File: src/rtl/nco_tdm_sched.sv
// ---------------------------------------------------------------------------
// nco_tdm_sched
//
// Time-division scheduler that shares one sine lookup between NCH
// numerically-controlled oscillators. One slot per clock visits the channels
// round-robin. Each visit:
//   - issues the channel's truncated phase to the lookup,
//   - updates the channel's phase accumulator,
//   - launches a tag that returns with the lookup result LAT clocks later.
// Frequency words are double-buffered (shadow -> active). The transfer happens
// only on a frame boundary so that every channel changes frequency together.
//
// Optional build macro: PHASE_DITHER_EN
//   When defined, a 16-bit LFSR adds dither below the phase truncation point
//   before the phase is issued. The accumulators themselves stay undithered.
//
// Ports:
//   clk_i          system clock
//   rst_ni         asynchronous active-low reset
//   cfg_we_i       write cfg_freq_i into the shadow frequency of cfg_ch_i
//   cfg_ch_i       shadow register select (values >= NCH are ignored)
//   cfg_freq_i     frequency word (unsigned phase increment)
//   cfg_commit_i   request shadow -> active transfer at the next frame boundary
//   commit_pend_o  a commit is requested but not yet applied
//   ch_en_i        per-channel run enable
//   ph_clr_i       per-channel phase clear, sampled in that channel's slot
//   phs_o          phase presented to the shared sine lookup
//   sin_i          signed sample returned by the sine lookup
//   out_dat_o      sample for channel out_ch_o
//   out_ch_o       channel index of out_dat_o
//   out_vld_o      out_dat_o/out_ch_o valid
//   frame_o        high in the cycle where slot 0 is processed
// ---------------------------------------------------------------------------
module nco_tdm_sched #(
    parameter int NCH = 4,
    parameter int CSZ = 2,
    parameter int ASZ = 24,
    parameter int PSZ = 12,
    parameter int OSZ = 18,
    parameter int LAT = 3
) (
    input  logic                  clk_i,
    input  logic                  rst_ni,
    input  logic                  cfg_we_i,
    input  logic [CSZ-1:0]        cfg_ch_i,
    input  logic [ASZ-1:0]        cfg_freq_i,
    input  logic                  cfg_commit_i,
    output logic                  commit_pend_o,
    input  logic [NCH-1:0]        ch_en_i,
    input  logic [NCH-1:0]        ph_clr_i,
    output logic [PSZ-1:0]        phs_o,
    input  logic signed [OSZ-1:0] sin_i,
    output logic signed [OSZ-1:0] out_dat_o,
    output logic [CSZ-1:0]        out_ch_o,
    output logic                  out_vld_o,
    output logic                  frame_o
);

    localparam logic [CSZ-1:0] LAST_SLOT = CSZ'(NCH - 1);

    logic [CSZ-1:0]           slot_q;
    logic [CSZ-1:0]           slot_d;
    logic                     commit_pend_q;
    logic                     commit_pend_d;
    logic                     commit_now;
    logic [NCH-1:0][ASZ-1:0]  acc_vec;
    logic [ASZ-1:0]           acc_sel;
    logic [PSZ-1:0]           phs_q;
    logic [PSZ-1:0]           phs_d;
    logic                     tag_vld_d;
    logic [LAT:0]             tag_vld_q;
    logic [LAT:0][CSZ-1:0]    tag_ch_q;
    logic signed [OSZ-1:0]    out_dat_q;
    logic [CSZ-1:0]           out_ch_q;
    logic                     out_vld_q;

    // Commit fires in the last slot of a frame; a request arriving in that
    // very cycle is honoured immediately rather than waiting a whole frame.
    assign commit_now    = (slot_q == LAST_SLOT) && (commit_pend_q || cfg_commit_i);
    assign commit_pend_d = commit_now ? 1'b0 : (cfg_commit_i ? 1'b1 : commit_pend_q);
    assign slot_d        = (slot_q == LAST_SLOT) ? '0 : slot_q + 1'b1;

    // ---------------------------------------------------------------------
    // Per-channel state: accumulator, shadow and active frequency.
    // Active copies the pre-write shadow, so a cfg_we landing on the commit
    // cycle only reaches the shadow and needs a later commit to take effect.
    // ---------------------------------------------------------------------
    genvar gi;
    generate
        for (gi = 0; gi < NCH; gi++) begin : g_ch
            logic [ASZ-1:0] acc_q;
            logic [ASZ-1:0] acc_d;
            logic [ASZ-1:0] shadow_q;
            logic [ASZ-1:0] shadow_d;
            logic [ASZ-1:0] active_q;
            logic [ASZ-1:0] active_d;
            logic           slot_hit;

            assign slot_hit = (slot_q == CSZ'(gi));

            always_comb begin
                acc_d = acc_q;
                if (slot_hit) begin
                    // Clear takes priority over advance.
                    if (ph_clr_i[gi]) begin
                        acc_d = '0;
                    end else if (ch_en_i[gi]) begin
                        acc_d = acc_q + active_q;
                    end
                end
                active_d = commit_now ? shadow_q : active_q;
                shadow_d = (cfg_we_i && (cfg_ch_i == CSZ'(gi))) ? cfg_freq_i : shadow_q;
            end

            always_ff @(posedge clk_i or negedge rst_ni) begin
                if (!rst_ni) begin
                    acc_q    <= '0;
                    shadow_q <= '0;
                    active_q <= '0;
                end else begin
                    acc_q    <= acc_d;
                    shadow_q <= shadow_d;
                    active_q <= active_d;
                end
            end

            assign acc_vec[gi] = acc_q;
        end
    endgenerate

    // Pre-update accumulator of the channel in the current slot.
    assign acc_sel   = acc_vec[slot_q];
    // A clear always returns a valid sample (phase restarts from 0).
    assign tag_vld_d = ch_en_i[slot_q] | ph_clr_i[slot_q];

`ifdef PHASE_DITHER_EN
    // Fibonacci LFSR x^16 + x^15 + x^13 + x^4 + 1, stepped every clock.
    logic [15:0]    lfsr_q;
    logic [15:0]    lfsr_d;
    logic [ASZ-1:0] dither;
    logic [ASZ-1:0] phs_sum;

    assign lfsr_d = {lfsr_q[14:0], lfsr_q[15] ^ lfsr_q[14] ^ lfsr_q[12] ^ lfsr_q[3]};

    // Dither fills only the bits discarded by truncation; any bits beyond
    // the LFSR width stay zero.
    always_comb begin
        dither = '0;
        for (int i = 0; (i < ASZ - PSZ) && (i < 16); i++) begin
            dither[i] = lfsr_q[i];
        end
    end

    assign phs_sum = acc_sel + dither;
    assign phs_d   = phs_sum[ASZ-1 -: PSZ];

    always_ff @(posedge clk_i or negedge rst_ni) begin
        if (!rst_ni) begin
            lfsr_q <= 16'hACE1;
        end else begin
            lfsr_q <= lfsr_d;
        end
    end
`else
    assign phs_d = acc_sel[ASZ-1 -: PSZ];
`endif

    // ---------------------------------------------------------------------
    // Slot counter, commit flag, issued phase, tag pipeline and output stage.
    // The tag launched with phs_q reaches stage LAT in the cycle where sin_i
    // holds the matching lookup result.
    // ---------------------------------------------------------------------
    always_ff @(posedge clk_i or negedge rst_ni) begin
        if (!rst_ni) begin
            slot_q        <= '0;
            commit_pend_q <= 1'b0;
            phs_q         <= '0;
            tag_vld_q     <= '0;
            tag_ch_q      <= '0;
            out_dat_q     <= '0;
            out_ch_q      <= '0;
            out_vld_q     <= 1'b0;
        end else begin
            slot_q        <= slot_d;
            commit_pend_q <= commit_pend_d;
            phs_q         <= phs_d;
            tag_vld_q[0]  <= tag_vld_d;
            tag_ch_q[0]   <= slot_q;
            for (int i = 1; i <= LAT; i++) begin
                tag_vld_q[i] <= tag_vld_q[i-1];
                tag_ch_q[i]  <= tag_ch_q[i-1];
            end
            out_dat_q     <= sin_i;
            out_ch_q      <= tag_ch_q[LAT];
            out_vld_q     <= tag_vld_q[LAT];
        end
    end

    assign commit_pend_o = commit_pend_q;
    assign phs_o         = phs_q;
    assign out_dat_o     = out_dat_q;
    assign out_ch_o      = out_ch_q;
    assign out_vld_o     = out_vld_q;
    // Forced low while reset is held so the reset state reads frame=0.
    assign frame_o       = rst_ni & (slot_q == '0);

endmodule

File: config.mk
export PLATFORM = sky130hd
export DESIGN_NAME = nco_tdm_sched
export DESIGN_NICKNAME = d
export VERILOG_FILES = /design/src/rtl/nco_tdm_sched.sv
export SDC_FILE = /design/constraint.sdc
export NUM_CORES = 1
export LEC_CHECK = 0
export ABC_AREA = 1
export CORE_MARGIN = 4
export CORE_UTILIZATION = 55
export CTS_BUF_LIST = sky130_fd_sc_hd__clkbuf_4
export CTS_CLUSTER_DIAMETER = 60
export DETAILED_ROUTE_END_ITERATION = 10
export PLACE_DENSITY = 0.85
export SYNTH_ARGS = -nofsm -noshare
export SYNTH_HDL_FRONTEND = slang
export SYNTH_SLANG_ARGS = --single-unit
File: constraint.sdc
create_clock -name clk_i -period 3.3 [get_ports clk_i]
set_input_delay 0.66 -clock clk_i [delete_from_list [all_inputs] [get_ports clk_i]]
set_output_delay 0.66 -clock clk_i [all_outputs]
set_load 0.005 [all_outputs]
-- After elaboration in Yosys (flattened, before gate mapping)
Cells that the tools add are included.
- register bits: 336
- bits of input ports: 56
- output and inout bits: 35
- word-level logic and storage cells: 71
- $add $sub $neg: 5
- magnitude comparators: 1
- eq/ne operators: 6
- mux-type cells: 17
- bitwise logic cells: 2
- reduce and logical (&&, ||, !) cells: 17
- operators with widths (kind ; count):
    2-to-1 mux 24 bit ; 9
    adder 24 bit ; 4
    binary-select mux 24 bit (select 2 bit) ; 1
    nonzero test 2 bit ; 5
    equality test 2 bit (second input constant) ; 4
    AND reduction 2 bit ; 4
    logical AND 1 bit ; 5
    binary-select mux 1 bit (select 2 bit) ; 2
    equality test 2 x 1 -> 1 bit (second input constant) ; 2
    zero test 2 bit ; 2
    2-to-1 mux 1 bit ; 4
    less-than comparator 2 x 3 -> 1 bit (second input constant) ; 1
    adder 2 x 1 -> 2 bit (second input constant) ; 1
    2-to-1 mux 2 bit ; 1
    AND 1 bit ; 1
    logical OR 1 bit ; 1
    OR 1 bit ; 1

-- Logic depth before layout (Yosys ltp)
- word-level depth: 3
- depth in mapped cells: 12
- gate-level depth less buffers: 12

-- Worst setup path before layout
Ideal clock, no wire load.
- path type: reg2reg
- start point: register slot_q[0]
- end point: register g_ch[0].acc_q[0]
- setup time: 0.121 ns
- arrival: 1.767 ns
- required time: 3.179 ns
- slack: 1.412 ns
- cell stages (with the launch flop): 11
- path buffers: 3
- period minus slack after synthesis: 1.888 ns
- path through: dfrtp_1 > buf_2 > clkinv_1 > buf_2 > ha_1 > inv_1 > nor2_1 > nand2_1 > inv_2 > buf_4 > a22o_1
- longest elaborated chain between the ends: 2
- RTL lines (what ; RTL line ; text):
    start: declaration ; 61 ; logic [CSZ-1:0] slot_q;
    start signal: assignment ; 184 ; slot_q <= slot_d;
    zero test 2 bit ; 99 ; assign slot_hit = (slot_q == CSZ'(gi));
    AND reduction 2 bit (no source line) ; -- ;
    end signal: assignment ; 117 ; acc_q <= '0;
    end signal: assignment ; 121 ; acc_q <= acc_d;
    end: declaration ; 91 ; logic [ASZ-1:0] acc_q;
Every way passes these cells.
A chain may end at the register's enable or synchronous reset.

-- Worst setup path in the final report
- start point: register slot_q[1]
- end point: output frame_o
- longest elaborated chain between the ends: 2
- RTL lines (what ; RTL line ; text):
    zero test 2 bit ; 205 ; assign frame_o = rst_ni & (slot_q == '0);
    AND 1 bit ; 205 ;
    end: declaration ; 56 ; output logic frame_o
Every way passes these cells.

==> impl_metrics.toml <==
[pwr]
p_leak_nw = 11.62
vdd_drop_max_mv = 0.4012
p_per_area_nw_per_um2 = 702.0

[cells_and_area]
drive_above_1_share_pct = 9.586
final_nets = 2749
synthToLayoutAreaGrowth_pct = 13.59

[clocking]
path_clk_slew_ns = 0.07
cts_sinks = 336
cts_made_buffers = 90
cts.htree.levels = 3
root_buffer = "clkbuf_4"
worstSkewPairLatency_ns = 0.76
cts_tree = "built"
cts.path.max_buffers = 3

[setup_path]
critPathCaptureType = "primary output"
start_kind = "flop"
path_cells = "clkinvlp_4, ha_1, nand2_1, inv_1, clkdlybuf4s50_1"
cp_slowest_cell = "dfrtp_2"
crit_required_ns = 2.64
critical_path_class = "flop to primary output"
cp_max_fo = 16
max_stage_delay_ns = 0.51
crit_arrival_ns = 2.47

[synth]
yosysTopAreaCell = "dfrtp_1"
syn_area_sq_um = 18840
synth-edff-count = 0
ys_types = 34
async_flop_share_pct = 100.0
yosysSeqAreaShare_pct = 44.62
syn_inst = 2443
yosysWarningCount = 0
avgSynthCellArea_sq_um = 7.713
synth_flop_cell = "dfrtp_1"
synthTopCellsByArea = "dfrtp_1 45%, nand2_1 17%, inv_1 6.6%"
yosysTopAreaCellShare_pct = 44.62
syn_nets = 2599
ys_ff_latch = 336

[sta]
maxSlewViolCount = 0
fin_skew_ns = 0.03967
tightest_slew_ns = 1.003
hold_viol = 0
tns_ns = 0
rsz0062_at_grt = "no"
period_share_pct = 94.88
setup_ws_ns = 0.1690
slew_headroom_pct = 33.12
period_minus_slack_ns = 3.131
fmax_ghz = 0.3194
setup_viol = 0

[run_status]
status = "complete, no violations"

[drt]
dr_total_vias = 16725
first_iter_violations = 1368
drt-total-wl_um = 51820
viasPerCell = 5.380
drc = 0
wl_per_cell_um = 16.67
first_pass_iters = 6
detail-route-antenna-nets = 0

[floorplanning]
die_x_um = 193.1
coreArea_sq_um = 33700
floorplan.rows = 67
dieArea_sq_um = 37280
die-height_um = 193.1
start_util_pct = 55.91
ios = 91

[grt]
grt-ovfl-total = 0
grt_max_degree = 176
antenna_found_initial = 4
grt_pass1_vias = 16568
track_usage_pct = 28.31
grt_pass1_wl_um = 83170

[job]
drv_cap = 0

[place]
dp_hpwl_um = 38200
dp_worst_setup_slack_ns = 0.8429
gp_congestion = 1.009
io_buffers = 90

[min_path]
hold_class = "input port to async pin"
critical path, delay by kind of cell (launching register included):
family | cells | cell delay (ns)
fa+ha+maj | 1 | 0.33
buf+inv | 3 | 0.77
flops | 1 | 0.51
simple gates | 1 | 0.09
sequential cells by signal, summed over array words and instances (netlist names):
name and flops:
g_ch.acc_q 96, g_ch.active_q 96, g_ch.shadow_q 96, out_dat_o 18, phs_o 12, tag_ch_q 8, tag_vld_q 4, out_ch_o 2
slot_q 2, commit_pend_o 1, out_vld_o 1
worst paths after layout:
kind	cells past startpoint	slack, ns	endpoint	startpoint
worst min-delay path	2	0.33	g_ch[3].acc_q[0]	rst_ni
min in group clk_i	0	0.34	out_ch_o[1]	tag_ch_q[7]
worst max-delay path	5	0.17	frame_o	slot_q[1]
worst max register to register	8	1.04	g_ch[3].acc_q[13]	slot_q[0]
worst min register to register	0	0.34	out_ch_o[1]	tag_ch_q[7]
max in group asynchronous	3	1.75	g_ch[3].active_q[3]	rst_ni
placed cells by master (no fill, tap or decap), types with 82 or more instances in the layout:
cell type,instances
a21oi_1,82
o21ai_0,151
dfrtp_1,335
clkbuf_4,124
inv_1,332
nand2_1,877
nand3_1,113
ha_1,96
clkdlybuf4s50_1,89
nor2_1,159
layout make-up:
type                    instances  area [sq um]
inverters                     350          1318
diodes                          1         2.502
fillers                      2838         12300
clock buffers                 124         930.9
flip-flops and latches        336          8409
multi-input cells            1708          8874
repair buffers                107          1086
well taps                     448         560.5
clock inverters                35         221.5
Yosys cell counts, drive strengths merged (4+ instances only):
library cell  count
o21ai           177
nand2           887
fa                4
inv             346
dfrtp           336
nand3b            8
buf              27
xor2              8
clkbuf           22
ha               96
nand4            20
a22o              8
nand3           113
o22ai            12
a32o              5
clkinv            4
nor2            172
nor3              8
o31ai             4
mux2             96
or2               5
a21oi            82
per-stage QoR:
stage	hold WS, ns	cells	cell area (sq um)	power, mW	util (%)
3_3_place_gp	0.3323	2948	20230	10.98	60.04
6_report	0.3315	3109	21400	15.02	63.51
2_1_floorplan	0.3312	2443	18840	9.451	-
4_1_cts	0.2737	3108	21390	15.02	63.48
3_5_place_dp	0.3355	2948	20230	11.18	60.04
5_1_grt	0.2974	3109	21400	16.16	63.51
cells by family (layout without fill, tap and decap cells):
logic type / after synthesis / after routing / share of synthesized area (%)
other cells: 0 / 1 / 0
mux: 96 / 96 / 5.737
flops: 336 / 336 / 44.62
fa+ha+maj: 100 / 100 / 6.800
compound gates: 291 / 291 / 8.274
buf+inv: 399 / 616 / 8.321
simple gates: 1213 / 1213 / 25.87
xor+xnor: 8 / 8 / 0.3719
routing by layer:
metal  routed length (um)  global-route usage (%)  vias to the layer above  part of all wire (%)
li1                     -                       -                     8096                     -
met1                21510                   36.50                     7820                    42
met2                23230                   44.37                      647                    45
met3                 4272                   7.418                      156                   8.2
met4                 2777                   14.49                        6                   5.4
met5                   40                       0                        -                 0.077
power by group:
part           total (mW)  internal [mW]  switching (mW)
clock network        3.79           1.98            1.81
registers            5.78           5.01           0.767
logic                5.45           1.99            3.46
repair_timing:
action,in CTS,in global routing
hold endpoints to repair,5,0
endpoints found under the setup margin,0,1
setup buffers,0,0
gates resized for setup,0,2
hold buffers,1,0
Power figures use the tool's default switching activity.
